==> src/rtl/param_icache.sv <==
// -----------------------------------------------------------------------------
// param_icache
// Direct-mapped, read-only instruction cache. It has NUM_LINES lines of
// WORDS_PER_LINE 32-bit words each. A miss fetches one whole line from the
// backing memory, then returns the requested word from that new line.
//
// Ports
//   clk, reset          : sole clock and synchronous active-high reset
//   cpu_req, cpu_addr   : fetch request and byte address, both sampled in IDLE
//   flush               : invalidate all lines, sampled in IDLE
//   instruction, hit    : fetched word and its one-cycle valid pulse
//   busy                : high while a line fill is outstanding
//   mem_req, mem_addr   : line-fill request and line-aligned fill address
//   mem_valid, mem_data : fill handshake and the full fill line (word k in bits
//                         [32k+31:32k])
//   hit_count,
//   miss_count          : wrapping 16-bit event counters
// -----------------------------------------------------------------------------
module param_icache #(
    parameter int ADDR_W         = 32,
    parameter int NUM_LINES      = 8,
    parameter int WORDS_PER_LINE = 4
) (
    input  logic                        clk,
    input  logic                        reset,
    input  logic                        cpu_req,
    input  logic [ADDR_W-1:0]           cpu_addr,
    input  logic                        flush,
    output logic [31:0]                 instruction,
    output logic                        hit,
    output logic                        busy,
    output logic                        mem_req,
    output logic [ADDR_W-1:0]           mem_addr,
    input  logic                        mem_valid,
    input  logic [32*WORDS_PER_LINE-1:0] mem_data,
    output logic [15:0]                 hit_count,
    output logic [15:0]                 miss_count
);

    localparam int OFF_W   = $clog2(WORDS_PER_LINE);
    localparam int IDX_W   = $clog2(NUM_LINES);
    localparam int LSB_IDX = OFF_W + 2;
    localparam int LSB_TAG = LSB_IDX + IDX_W;
    localparam int TAG_W   = ADDR_W - LSB_TAG;

    typedef enum logic [1:0] {
        IDLE,
        FILL,
        RESPOND
    } state_t;

    state_t state_q, state_d;

    logic [NUM_LINES-1:0] valid_q;
    logic [TAG_W-1:0]     tag_arr  [NUM_LINES];
    logic [31:0]          data_arr [NUM_LINES][WORDS_PER_LINE];

    // The word offset of the outstanding miss. mem_addr keeps only the line
    // address, so the offset must be held separately for the response.
    logic [OFF_W-1:0]     req_off_q;

    // Split the incoming address into offset, index and tag.
    logic [OFF_W-1:0] cpu_off;
    logic [IDX_W-1:0] cpu_idx;
    logic [TAG_W-1:0] cpu_tag;

    assign cpu_off = cpu_addr[LSB_IDX-1:2];
    assign cpu_idx = cpu_addr[LSB_TAG-1:LSB_IDX];
    assign cpu_tag = cpu_addr[ADDR_W-1:LSB_TAG];

    // A fill always targets the line named by the latched mem_addr.
    logic [IDX_W-1:0] fill_idx;
    logic [TAG_W-1:0] fill_tag;

    assign fill_idx = mem_addr[LSB_TAG-1:LSB_IDX];
    assign fill_tag = mem_addr[ADDR_W-1:LSB_TAG];

    // The byte-select bits of the address play no part in a word fetch.
    logic unused_byte_sel;
    assign unused_byte_sel = ^cpu_addr[1:0];

    logic lookup_hit;
    logic accept_hit;
    logic accept_miss;
    logic fill_done;

    assign lookup_hit = valid_q[cpu_idx] && (tag_arr[cpu_idx] == cpu_tag);

    // A flush in the same cycle as a request empties the cache first. That
    // request is therefore always a miss, even when its line was resident.
    always_comb begin
        state_d     = state_q;
        accept_hit  = 1'b0;
        accept_miss = 1'b0;
        fill_done   = 1'b0;
        case (state_q)
            IDLE: begin
                if (cpu_req) begin
                    if (!flush && lookup_hit) begin
                        accept_hit = 1'b1;
                    end else begin
                        accept_miss = 1'b1;
                        state_d     = FILL;
                    end
                end
            end
            FILL: begin
                if (mem_valid) begin
                    fill_done = 1'b1;
                    state_d   = RESPOND;
                end
            end
            RESPOND: state_d = IDLE;
            default: state_d = IDLE;
        endcase
    end

    assign mem_req = (state_q == FILL);
    assign busy    = (state_q == FILL);

    always_ff @(posedge clk) begin
        if (reset) begin
            state_q     <= IDLE;
            valid_q     <= '0;
            hit         <= 1'b0;
            instruction <= '0;
            mem_addr    <= '0;
            req_off_q   <= '0;
            hit_count   <= '0;
            miss_count  <= '0;
        end else begin
            state_q <= state_d;
            hit     <= accept_hit | fill_done;

            if (state_q == IDLE && flush) begin
                valid_q <= '0;
            end
            if (fill_done) begin
                valid_q[fill_idx] <= 1'b1;
                instruction       <= mem_data[{req_off_q, 5'd0} +: 32];
            end

            if (accept_hit) begin
                instruction <= data_arr[cpu_idx][cpu_off];
                hit_count   <= hit_count + 16'd1;
            end

            if (accept_miss) begin
                mem_addr   <= {cpu_addr[ADDR_W-1:LSB_IDX], {LSB_IDX{1'b0}}};
                req_off_q  <= cpu_off;
                miss_count <= miss_count + 16'd1;
            end
        end
    end

    // Tag and data storage carry no reset, because the valid bits decide
    // whether a line is used. A fill aborted by reset leaves an entry that is
    // marked invalid, so its contents do not matter.
    always_ff @(posedge clk) begin
        if (fill_done) begin
            tag_arr[fill_idx] <= fill_tag;
            for (int w = 0; w < WORDS_PER_LINE; w++) begin
                data_arr[fill_idx][w] <= mem_data[32*w +: 32];
            end
        end
    end

endmodule

==> config.mk <==
export PLATFORM = sky130hd
export DESIGN_NAME = param_icache
export DESIGN_NICKNAME = d
export VERILOG_FILES = /design/src/rtl/param_icache.sv
export SDC_FILE = /design/constraint.sdc
export NUM_CORES = 1
export LEC_CHECK = 0
export CAP_MARGIN = 20
export CORE_ASPECT_RATIO = 1.1
export CORE_MARGIN = 1
export CORE_UTILIZATION = 45
export CTS_CLUSTER_DIAMETER = 60
export CTS_CLUSTER_SIZE = 12
export DETAILED_ROUTE_END_ITERATION = 6
export GPL_ROUTABILITY_DRIVEN = 0
export SETUP_SLACK_MARGIN = 0.05
export SKIP_CTS_REPAIR_TIMING = 1
export SYNTH_ARGS = -nofsm -noshare
export SYNTH_HDL_FRONTEND = slang
export SYNTH_SLANG_ARGS = --single-unit
==> constraint.sdc <==
create_clock -name clk -period 21.3 [get_ports clk]
set_input_delay 4.26 -clock clk [delete_from_list [all_inputs] [get_ports clk]]
set_output_delay 4.26 -clock clk [all_outputs]
set_load 0.05 [all_outputs]
==> flow_metrics.tcl <==
set metrics [dict create \
    run_status "complete, no violations" \
    intPower_uw 4250 \
    ys_warn_count 0 \
    comb_power_share 0.058 \
    ys.flop_type "edfxtp_1" \
    wl_mm 120 \
    drc 0 \
    netSwitchingFraction 0.210 \
    fp.dieH_um 357 \
    port_buffers 257 \
    end_kind "flip-flop" \
    fillers 8896 \
    clk_pin_slew_ns 0.06 \
    drt_first_pass_iters 5 \
    dp_hpwl_mm 62.6 \
    setup_viol 0 \
    postRouteAntennaNets 0 \
    grt_pass1_vias 26729 \
    hold_class "flip-flop to flip-flop" \
    dpl_cell_area_um2 56000 \
    async_flop_share 0 \
    fin_nets 2908 \
    yosysUniqueCellTypes 52 \
    die_area_um2 116000 \
    p_leak_uw 0.0184 \
    final_area_um2 59900 \
    layout_commonest_cell "edfxtp_1" \
    post_drt_via_cell_ratio 5.81 \
    cp.arrival_ns 9.71 \
    fin_hold_ws_ns 0.492 \
    mostFrequentLayoutCells "edfxtp_1 (1224), mux4_2 (378), clkdlybuf4s50_1 (251)" \
    cts_tree "yes" \
    clock_power_share 0.403 \
    cts_inserted_buffers 132 \
    die_w_um 325 \
    grt.overflow.total 0 \
    avgSynthCellArea_um2 21.1 \
    grt_pass1_wl_mm 178 \
    area_delta_synth_final_pct 15.9 \
    synth_edf_count 1224 \
    routed-via-count 25376 \
    io-pin-count 264 \
    grt_max_degree 119 \
    min_period_ns 9.05 \
    max_slew.worst_pin.slew_ns 1.11 \
    ys_seq_area_frac 0.752 \
    startpoint_type "input pin" \
    finalCritPeriodShare 0.425 \
    drtIter0Drc 2170 \
    clk-insertion-delay-late_ns 0.74 \
    maxCapViolations 0 \
    hold_violations 0 \
    required_ns 21.96 \
    initial_core_util 0.453 \
    cts.sinks 1329 \
    drv_slew 0 \
    clk_path_buf_depth 3 \
    antenna_found_initial 26 \
    fmax_mhz 110 \
    avgRoutedWirePerCell_um 27.5 \
    synth-seq-cells 1329 \
    syn_area_um2 51700 \
    seqPwrFrac 0.539 \
    slew_headroom 0.257 \
    rsz0062_at_grt "no" \
    fin_setup_tns_ns 0 \
    cts_root_buf "clkbuf_16" \
    path_max_fanout 111 \
    vdd_ir_drop_max_v 0.0000715 \
    track_usage 0.209 \
    finalClockSkew_ns 0.0233 \
    p_sw_uw 1130 \
    htree_levels 4 \
    critPathKind "input pin to flip-flop" \
    synth_cells 2455 \
    num_rows 130 \
    drive_gt1_frac 0.216 \
    power_density_nw_per_um2 89.6 \
    coreArea_um2 114000 \
]
[critical path: stages]
cell	delay (ns)
buf_8	0.70
buf_4	0.66
mux4_2	0.58
mux2i_1	0.23
xor2_1	0.16
nand4_1	0.16
or4_1	0.66
or4b_4	0.87
buf_4	0.49
or4_1	0.61
a21oi_1	0.17
[power by group through the flow]
stage	registers, µW	clock network (µW)	logic, µW
2_1_floorplan	2970	0	169
3_3_place_gp	2950	0	312
3_5_place_dp	2950	0	317
4_1_cts	2890	2220	317
5_1_grt	2890	2310	334
6_report	2890	2170	312
[path summary, 6_finish.rpt]
| path | startpoint | to | slack (ns) | cells after the start |
|---|---|---|---|---|
| worst max-delay path | cpu_addr[5] | hit_count[12]$_SDFFE_PP0P_ | 12.25 | 11 |
| worst min-delay path | instruction[30]$_SDFFE_PP0P_ | instruction[30]$_SDFFE_PP0P_ | 0.49 | 2 |
| worst max register to register | state_q[0]$_SDFFE_PP0P_ | data_arr[5][64]$_DFFE_PP_ | 16.89 | 6 |
| worst min register to register | instruction[30]$_SDFFE_PP0P_ | instruction[30]$_SDFFE_PP0P_ | 0.49 | 2 |
[Yosys cell counts (8+ instances only)]
master | instances | area [µm²]
or4_1 | 13 | 97.6
a311oi_1 | 29 | 254
o21ai_0 | 17 | 85.1
xor2_1 | 12 | 105
nor2_1 | 26 | 97.6
dfxtp_1 | 105 | 2100
nand2b_1 | 9 | 56.3
nor2b_1 | 36 | 225
a21oi_1 | 72 | 360
buf_1 | 31 | 116
mux2i_1 | 56 | 561
a22oi_1 | 13 | 97.6
mux4_2 | 378 | 8510
nand2_1 | 153 | 574
nand3_1 | 10 | 50.1
mux2_2 | 10 | 113
buf_4 | 8 | 60.1
clkbuf_1 | 97 | 364
or3_1 | 12 | 75.1
edfxtp_1 | 1224 | 36800
nand4_1 | 11 | 68.8
buf_2 | 12 | 60.1
and3_1 | 11 | 68.8
o31ai_1 | 10 | 75.1
a211oi_1 | 29 | 218
[cells by family (layout without fill, tap and decap cells)]
kind of cell	after synthesis	count (layout)	share of synthesized area
AND/OR/NAND/NOR	306	306	0.0287
other	1	12	0.0000726
buffers and inverters	159	539	0.0130
flip-flops	1329	1329	0.752
multiplexers	445	445	0.178
XOR/XNOR	17	17	0.00288
adder cells (fa/ha/maj)	2	2	0.000484
AO/OA/AOI/OAI	196	196	0.0250
[through the flow]
stage	util	total power [µW]	std cells	setup WS (ns)
floorplan	-	3140	2458	1.25
global placement	0.491	3260	4124	11.48
detailed placement	0.491	3270	4124	11.39
CTS	0.525	5430	4355	12.21
global route	0.525	5530	4360	12.02
finish	0.525	5370	4364	12.25
[per-layer routing]
metal,part of all wire,track usage,vias up
met1,0.42,0.280,13582
met2,0.50,0.346,740
met4,0.019,0.0587,36
met5,0.0018,0,-
li1,-,-,10834
met3,0.063,0.0469,184
[cell type report]
type                            instances  area [µm²]  share of cell area
Sequential cell                      1329       38900               0.649
Multi-Input combinational cell        970       12200               0.204
Clock buffer                          217        3740              0.0624
Timing Repair Buffer                  301        2960              0.0494
Tap cell                             1518        1900              0.0317
Clock inverter                         14         174             0.00290
Inverter                                7        31.3            0.000522
Antenna cell                            8        20.0            0.000334
[state kept, by name, indices dropped and copies added (netlist names), 8 cells and up]
register     count
hit_count       16
tag_arr        200
mem_addr        28
valid_q          8
data_arr      1024
instruction     32
miss_count      16
(Power assumes the default switching activity.)
==> RTL change: new RTL, config.mk and constraints unchanged <==
Register the outputs `busy` and `mem_req`, without a reset; this adds one clock of latency there. The other outputs are not delayed to match.
--- a/src/rtl/param_icache.sv
+++ b/src/rtl/param_icache.sv
@@ -116,6 +116,8 @@
     end
 
-    assign mem_req = (state_q == FILL);
-    assign busy    = (state_q == FILL);
+    always_ff @(posedge clk) begin
+        busy    <= (state_q == FILL);
+        mem_req <= (state_q == FILL);
+    end
 
     always_ff @(posedge clk) begin
Function: not settled (the Yosys comparison gave no result); the edit may change what the design does.
==> RTL change against the original RTL <==
- wire length increased by 0.47%
- setup slack improved by 0.38 ns
- maximum frequency up 4.4%
- global-route usage grew 0.12 points
- area after synthesis about the same
- synthesized cell count hardly changed
- die area barely moved
- hold slack worse by 0.013 ns
- sequential cell count up 1
- clock skew is 0.0031 ns higher
- design area about the same
- power fell by 0.28%
- critical path type unchanged
==> RTL change: results (changes against the original RTL) <==
The total chip power is 5360 uW (-0.28%). The global-route wire length before repair came out at 179000 um (+0.64%). The compound-cell area share of the yosys netlist came out at 0.0250 (about the same). By area the synthesized netlist is led by edfxtp_1 71%, mux4_2 16%, dfxtp_1 4.1%. The depth of the worst register-to-register path came to 7 (+1).

The critical path arrival was 9.22 ns (-0.49 ns). The total wire length after detailed routing was 121000 um (+0.47%). The total via count after detailed routing came out at 25600 (+0.80%). The initial detailed-routing violation count is 2253 (+3.8%).

The power share of the sequential group came out at 0.541 (+0.002). The cell count after placement is 4131 (+0.17%). The actual transition at the worst max-transition pin is 1.02 ns (-0.0927 ns). The worst-case vdd ir drop is 74.2 uV (+3.8%). The number of antenna violations at the first check in global routing is 23 (-12%).

The detailed-router iteration count before antenna repair is 6 (+1). In this run the worst hold path is classified as register to register. The flop-to-flop setup slack is 16.62 ns (-0.27 ns).

The count of mapped cells out of synthesis came out at 2456 (+0.041%). The via count of the first global-routing pass came out at 27100 (+1.3%). By count the netlist is led by 1224 x edfxtp_1, 378 x mux4_2, 153 x nand2_1.

The post-layout net count came out at 2913 (+0.17%). The share of the synthesized netlist area taken by xor and xnor gates is 0.00288 (about the same). The total clock buffers created by CTS was 131 (-0.76%).

The share of cells above drive strength 1 came out at 0.218 (+0.00236). The startpoint of the worst setup timing path is cpu_addr[4]. The latest clock arrival within the worst-skew pair is 0.73 ns.

The depth of the worst hold-timing path came out at 1 (-1). The terminus of the critical flop-to-flop path is data_arr[3][83]. The worst min-delay path endpoint is mem_req.

The number of fillers in the final layout came out at 8849 (-0.53%). The worst hold slack came out at 0.479 ns (-0.0126 ns). The maximum fanout along the worst path is 75 (-32%). The arithmetic-cell share of the synthesized area counting full adders, half adders and majority gates is 0.000484 (about the same). The area of placed instances is 56000 um^2 (about the same). The warning count from the yosys run was 0 (unchanged).

The cell family with the largest share of critical-path delay is buffers and inverters. The wire length per cell came out at 27.6 um (+0.40%). The pin count of the biggest net entering global routing is 149 (+25%).

The multiplexer share of the synthesized area came to 0.178 (about the same). The standby leakage power was 0.0185 uW (+0.20%). The fraction of power consumed by combinational cells came out at 0.058 (about the same). The worst setup slack before clock tree synthesis is 11.75 ns (+0.360 ns). The half-perimeter wire length of the detailed placement result came out at 63800 um (+1.9%). The run finished with clean final reports.
## RTL change: area by class of cell
class	instances	area [um^2]	share of cell area
repair buffers	306	2960	0.0494
multi-input cells	970	12200	0.204
well taps	1518	1900	0.0317
clock inverters	17	195	0.00326
diodes	5	12.5	0.000209
inverters	7	28.8	0.000480
clock buffers	214	3720	0.0620
flip-flops and latches	1330	38900	0.649
## RTL change: how the worst max path moves through the flow
stage	endpoint	slack, ns
after floorplan	data_arr[0][0]	1.29
after global placement	instruction[7]	11.78
after detailed placement	instruction[7]	11.75
after CTS	instruction[7]	12.53
after global routing	instruction[7]	12.32
final	instruction[7]	12.63
## RTL change: metal layers
| metal | vias up | GRT usage | part of all wire |
|---|---|---|---|
| met5 | - | 0 | 0.0018 |
| met4 | 34 | 0.0616 | 0.022 |
| met3 | 200 | 0.0424 | 0.061 |
| met2 | 801 | 0.353 | 0.50 |
| met1 | 13700 | 0.280 | 0.42 |
| li1 | 10800 | - | - |
